$ cat config.mk
export PLATFORM = sky130hd
export DESIGN_NAME = event_writer
export DESIGN_NICKNAME = d
export VERILOG_FILES = /design/src/rtl/event_writer.sv
export SDC_FILE = /design/constraint.sdc
export NUM_CORES = 1
export LEC_CHECK = 0
export ABC_CLOCK_PERIOD_IN_PS = 10000
export CAP_MARGIN = 20
export CORE_UTILIZATION = 54
export CTS_BUF_LIST = sky130_fd_sc_hd__clkbuf_4 sky130_fd_sc_hd__clkbuf_8 sky130_fd_sc_hd__clkbuf_16
export DETAILED_ROUTE_END_ITERATION = 6
export GPL_ROUTABILITY_DRIVEN = 0
export HOLD_SLACK_MARGIN = 0.15
export PLACE_DENSITY = 0.77
export RECOVER_POWER = 50
export SLEW_MARGIN = 0
export SYNTH_ARGS = -nofsm -noshare
export SYNTH_HDL_FRONTEND = slang
export SYNTH_SLANG_ARGS = --single-unit
$ cat constraint.sdc
create_clock -name clk -period 10 [get_ports clk]
set_clock_uncertainty 0.1 [all_clocks]
set_input_delay 1 -clock clk [delete_from_list [all_inputs] [get_ports clk]]
set_output_delay 1 -clock clk [all_outputs]
set_load 0.005 [all_outputs]
$ cat src/rtl/event_writer.sv
// rtl/event_writer.sv - coincidence event builder feeding the event FIFO
//
// Groups rising hit edges seen within a WINDOW-cycle coincidence window into
// one event and writes {hit_mask[15:0], timestamp[47:0]} into the event FIFO.
// After each event, new hits are ignored for DEADTIME cycles.
//
// Ports:
//   clk          system clock
//   areset       asynchronous reset, active-high
//   enable_i     arms event capture (level)
//   hit_i        channel discriminator levels, synchronous to clk
//   full_i       event FIFO full
//   din_o        FIFO write data, holds the last written word
//   wr_en_o      FIFO write strobe, one cycle per accepted event
//   busy_o       high whenever the FSM is not idle
//   event_cnt_o  events written (wraps)
//   drop_cnt_o   events dropped on a full FIFO (saturating)
//
// Build option: EVENT_WRITER_DROP_CNT_EN enables the drop counter; without it
// drop_cnt_o is tied to zero and dropped events are simply not written.

module event_writer #(
    parameter int N_CH     = 16,
    parameter int WINDOW   = 8,
    parameter int DEADTIME = 16
) (
    input  logic            clk,
    input  logic            areset,
    input  logic            enable_i,
    input  logic [N_CH-1:0] hit_i,
    input  logic            full_i,
    output logic [63:0]     din_o,
    output logic            wr_en_o,
    output logic            busy_o,
    output logic [31:0]     event_cnt_o,
    output logic [15:0]     drop_cnt_o
);

    localparam int WIN_W  = (WINDOW > 1) ? $clog2(WINDOW) : 1;
    localparam int DEAD_W = (DEADTIME > 1) ? $clog2(DEADTIME) : 1;

    typedef enum logic [1:0] {
        IDLE    = 2'd0,
        COLLECT = 2'd1,
        WRITE   = 2'd2,
        DEAD    = 2'd3
    } state_t;

    state_t            state;
    logic [47:0]       ts_cnt;
    logic [47:0]       ts_cap;
    logic [N_CH-1:0]   hit_q;
    logic [15:0]       mask;
    logic [WIN_W-1:0]  win;
    logic [DEAD_W-1:0] dead;
    logic [15:0]       rise;

    // Rising edges only, so a channel held high contributes a single hit.
    assign rise = 16'(hit_i & ~hit_q);

    always_ff @(posedge clk or posedge areset) begin
        if (areset) begin
            state       <= IDLE;
            ts_cnt      <= 48'd0;
            ts_cap      <= 48'd0;
            hit_q       <= '0;
            mask        <= 16'd0;
            win         <= '0;
            dead        <= '0;
            din_o       <= 64'd0;
            wr_en_o     <= 1'b0;
            busy_o      <= 1'b0;
            event_cnt_o <= 32'd0;
`ifdef EVENT_WRITER_DROP_CNT_EN
            drop_cnt_o  <= 16'd0;
`endif
        end else begin
            ts_cnt  <= ts_cnt + 48'd1;
            hit_q   <= hit_i;
            wr_en_o <= 1'b0;

            case (state)
                IDLE: begin
                    if (enable_i && (rise != 16'd0)) begin
                        ts_cap <= ts_cnt;
                        mask   <= rise;
                        win    <= WIN_W'(WINDOW - 1);
                        state  <= COLLECT;
                        busy_o <= 1'b1;
                    end
                end

                COLLECT: begin
                    // The final window cycle still merges its rises.
                    mask <= mask | rise;
                    if (win == '0) begin
                        state <= WRITE;
                    end else begin
                        win <= win - 1'b1;
                    end
                end

                WRITE: begin
                    if (!full_i) begin
                        din_o       <= {mask, ts_cap};
                        wr_en_o     <= 1'b1;
                        event_cnt_o <= event_cnt_o + 32'd1;
                    end else begin
`ifdef EVENT_WRITER_DROP_CNT_EN
                        if (drop_cnt_o != 16'hFFFF) begin
                            drop_cnt_o <= drop_cnt_o + 16'd1;
                        end
`endif
                    end
                    if (DEADTIME == 0) begin
                        state  <= IDLE;
                        busy_o <= 1'b0;
                    end else begin
                        dead  <= DEAD_W'(DEADTIME - 1);
                        state <= DEAD;
                    end
                end

                DEAD: begin
                    // Rises are dropped here, but hit_q keeps tracking so a
                    // level that stays high will not retrigger on return to IDLE.
                    if (dead == '0) begin
                        state  <= IDLE;
                        busy_o <= 1'b0;
                    end else begin
                        dead <= dead - 1'b1;
                    end
                end

                default: begin
                    state  <= IDLE;
                    busy_o <= 1'b0;
                end
            endcase
        end
    end

`ifndef EVENT_WRITER_DROP_CNT_EN
    assign drop_cnt_o = 16'h0;
`endif

endmodule

==> summary.txt <==
STA
  – Period minus WS final: 3.45 ns
  – Hold_ws: 0.381 ns
  – Fmax: 0.290 GHz
  – Worst-Margin Slew: around 1.1 ns
  – Final Slew Violations: 0
  – Final setup vio count: 0
  – Final setup TNS: 0 ns
  – Final Hold Fails: 0
  – Unrepaired setup endpoints after global routing: no
  – Crit share post-route: 34.5%
  – Slew margin rel.: 28.4%

Die
  – DIE AREA: roughly 19000 µm²
  – Core outline area: around 17000 µm²
  – Rows: 48
  – Chip Height: between 100 and 150 µm
  – Initial Util: 55.8%
  – DIE WIDTH: 136 µm
  – IO Count: 134

Clock network
  – Worst-Skew Late Latency: around 0.50 ns
  – Post-CTS resize count: 0
  – Clock Tree Buf Depth: 3
  – Hold_buf cts: 0
  – Clock root buffer: clkbuf_16
  – CTS HTree Levels: 1
  – Setup bufs post-CTS: 0
  – CTS buffer count: 24
  – CTS tree: yes
  – Sink Count: 235
  – Clock transition at the registers of the reported paths: 0.06 ns

Power
  – Worst VDD drop: 0.000217 V
  – Pleak: 5.58 nW
  – Power per cell area: ~210 nW/µm²

Route
  – DR WL/cell: 15.8 µm
  – Post-route ant nets: 0
  – Via count: 6069
  – DRC: 0
  – Vias per inst: 5.35
  – First-iteration detailed-routing DRC count: about 300
  – DRT Wirelength: 17900 µm
  – Drt first pass iters: 4

Placed design
  – Hpwl dp: between 10000 and 15000 µm
  – Port bufs: 117

Global route
  – Global Route Usage Sum: slightly above 20%
  – Antenna violations before repair: 0
  – Vias in the first global route: 6064
  – Largest net degree at the start of global routing: roughly 150
  – First-pass GRT wire length: 30400 µm
  – Overflow after GRT: 0

Worst setup path
  – Critical path class: in2reg
  – Flop2flop setup slack: 7.09 ns
  – Reg2Reg Capture Point: ts_cap[17]$_DFFE_PP0P_
  – Critical Path RT: roughly 10 ns
  – Worst EP arrival: 3.74 ns
  – Worst setup EP type: flip-flop
  – Critical path origin: hit_i[12]
  – CP max FO: 41
  – Crit start category: input pin
  – Critical Path Sink: ts_cap[17]$_DFFE_PP0P_
  – Worst R2R Start: state[0]$_DFFE_PP0P_
  – Worst r2r path cells: 5

Final layout
  – Fill count: 1276
  – Layout cells sized above 1: 17.9%
  – Area grow syn2layout: 22.0%
  – Antenna cells: 0
  – Layout net count: 924

Synthesis
  – Number of synthesized flops with an enable pin: 0
  – Top FF cell, synth: dfrtp_1
  – Post-synthesis sequential area ratio: 60.2%
  – Seq cells post-synth: between 200 and 250
  – Syn Area/Cell: 12.7 µm²
  – Fraction of registers with async set/reset: 100%
  – Synth top area share: 60.2%
  – Post-Syn Instances: approximately 770
  – Area contributors post-synth: dfrtp_1 (60%), mux2_2 (11%), xnor2_1 (4.8%)
  – Yosys top cell by area: dfrtp_1
  – Count of cell types in the netlist: 46
  – Cell Area, Synth: 9760 µm²
  – Yosys Warn Count: 0

Run
  – Max Cap Viol: 0

Outcome
  – Status: completed

Hold path
  – Hold Path Class: reg2reg
==> synth_stat cells, drive strengths merged, types with 10 or more instances <==
library cell	instances
xnor2	53
nand3	24
nor2b	10
nor2	49
buf	30
dfrtp	235
mux2	110
nand4	20
inv	23
nand2	52
nor3	34
o21ai	11
nor4	16
xor2	25
==> area by class of cell <==
type	instances	area [µm²]	area share, %
multi-input combinational	488	3620	30.4
sequential	235	5880	49.4
clock buffer	34	724	6.08
inverter	23	87.6	0.735
clock inverter	7	62.6	0.525
tap	225	282	2.36
timing repair buffer	123	1250	10.5
==> metal layers <==
layer / track usage, % / routed length, µm / vias to the layer above
li1: - / - / 2883
met5: 0 / 0 / -
met2: 33.1 / 8440 / 136
met3: 3.54 / 834 / 29
met4: 5.37 / 348 / 0
met1: 28.4 / 8300 / 3021
==> stage by stage <==
stage	setup WS, ns	util [%]	total power, W	instance area (µm²)	instances
2_1_floorplan	2.45	-	0.00150	9820	783
3_3_place_gp	6.19	63.3	0.00166	11100	1091
3_5_place_dp	6.12	63.3	0.00167	11100	1091
4_1_cts	6.62	67.8	0.00256	11900	1132
5_1_grt	6.25	68.1	0.00266	11900	1135
6_report	6.55	68.1	0.00253	11900	1135
==> report_power, final <==
part / internal (W) / total (W) / switching (W)
Combinational: 0.000258 / 0.000520 / 0.000262
Sequential: 0.00106 / 0.00113 / 0.0000747
Clock: 0.000527 / 0.000874 / 0.000347
Total: 0.00184 / 0.00253 / 0.000683
==> critical path, stage by stage <==
cell	delay, ns
dlygate4sd3_1	0.55
nor2b_1	0.27
nor4_1	0.10
nand2_1	0.15
o211a_2	0.62
buf_4	0.61
mux2_2	0.41
==> flip-flops by register name, indices dropped and copies added, names as in the netlist <==
register,count
busy_o,1
dead,4
din_o,64
event_cnt_o,32
hit_q,16
mask,16
state,2
ts_cap,48
ts_cnt,48
win,3
wr_en_o,1
==> logic make-up (layout without fill, tap and decap cells) <==
logic type               count (synthesis)  after routing  share of synthesized area [%]
multiplexers                           113            113                           13.7
flip-flops                             235            235                           60.2
AO/OA/AOI/OAI                           34             34                           2.46
other                                    1             16                         0.0384
buffers and inverters                   60            187                           3.24
adder cells (fa/ha/maj)                  9              9                           1.15
XOR/XNOR                                78             78                           7.00
AND/OR/NAND/NOR                        238            238                           12.2
==> worst min path at each step <==
stage,start,to,slack (ns),cells past startpoint
global placement,event_cnt_o[31]$_DFFE_PP0P_,event_cnt_o[31]$_DFFE_PP0P_,0.36,1
CTS,event_cnt_o[31]$_DFFE_PP0P_,event_cnt_o[31]$_DFFE_PP0P_,0.39,1
global route,event_cnt_o[31]$_DFFE_PP0P_,event_cnt_o[31]$_DFFE_PP0P_,0.40,1
detailed placement,event_cnt_o[31]$_DFFE_PP0P_,event_cnt_o[31]$_DFFE_PP0P_,0.37,1
finish,event_cnt_o[31]$_DFFE_PP0P_,event_cnt_o[31]$_DFFE_PP0P_,0.38,1
floorplan,ts_cnt[47]$_DFF_PP0_,ts_cnt[47]$_DFF_PP0_,0.34,1
==> cell usage in the layout (no fill, tap or decap), types with 25 or more instances in the layout <==
cell type	count
clkbuf_16	25
clkdlybuf4s50_1	69
dfrtp_1	235
dlygate4sd3_1	48
mux2_2	93
nand2_1	52
nor2_1	49
nor3_1	34
xnor2_1	53
xor2_1	25
(Power assumes the default switching activity.)
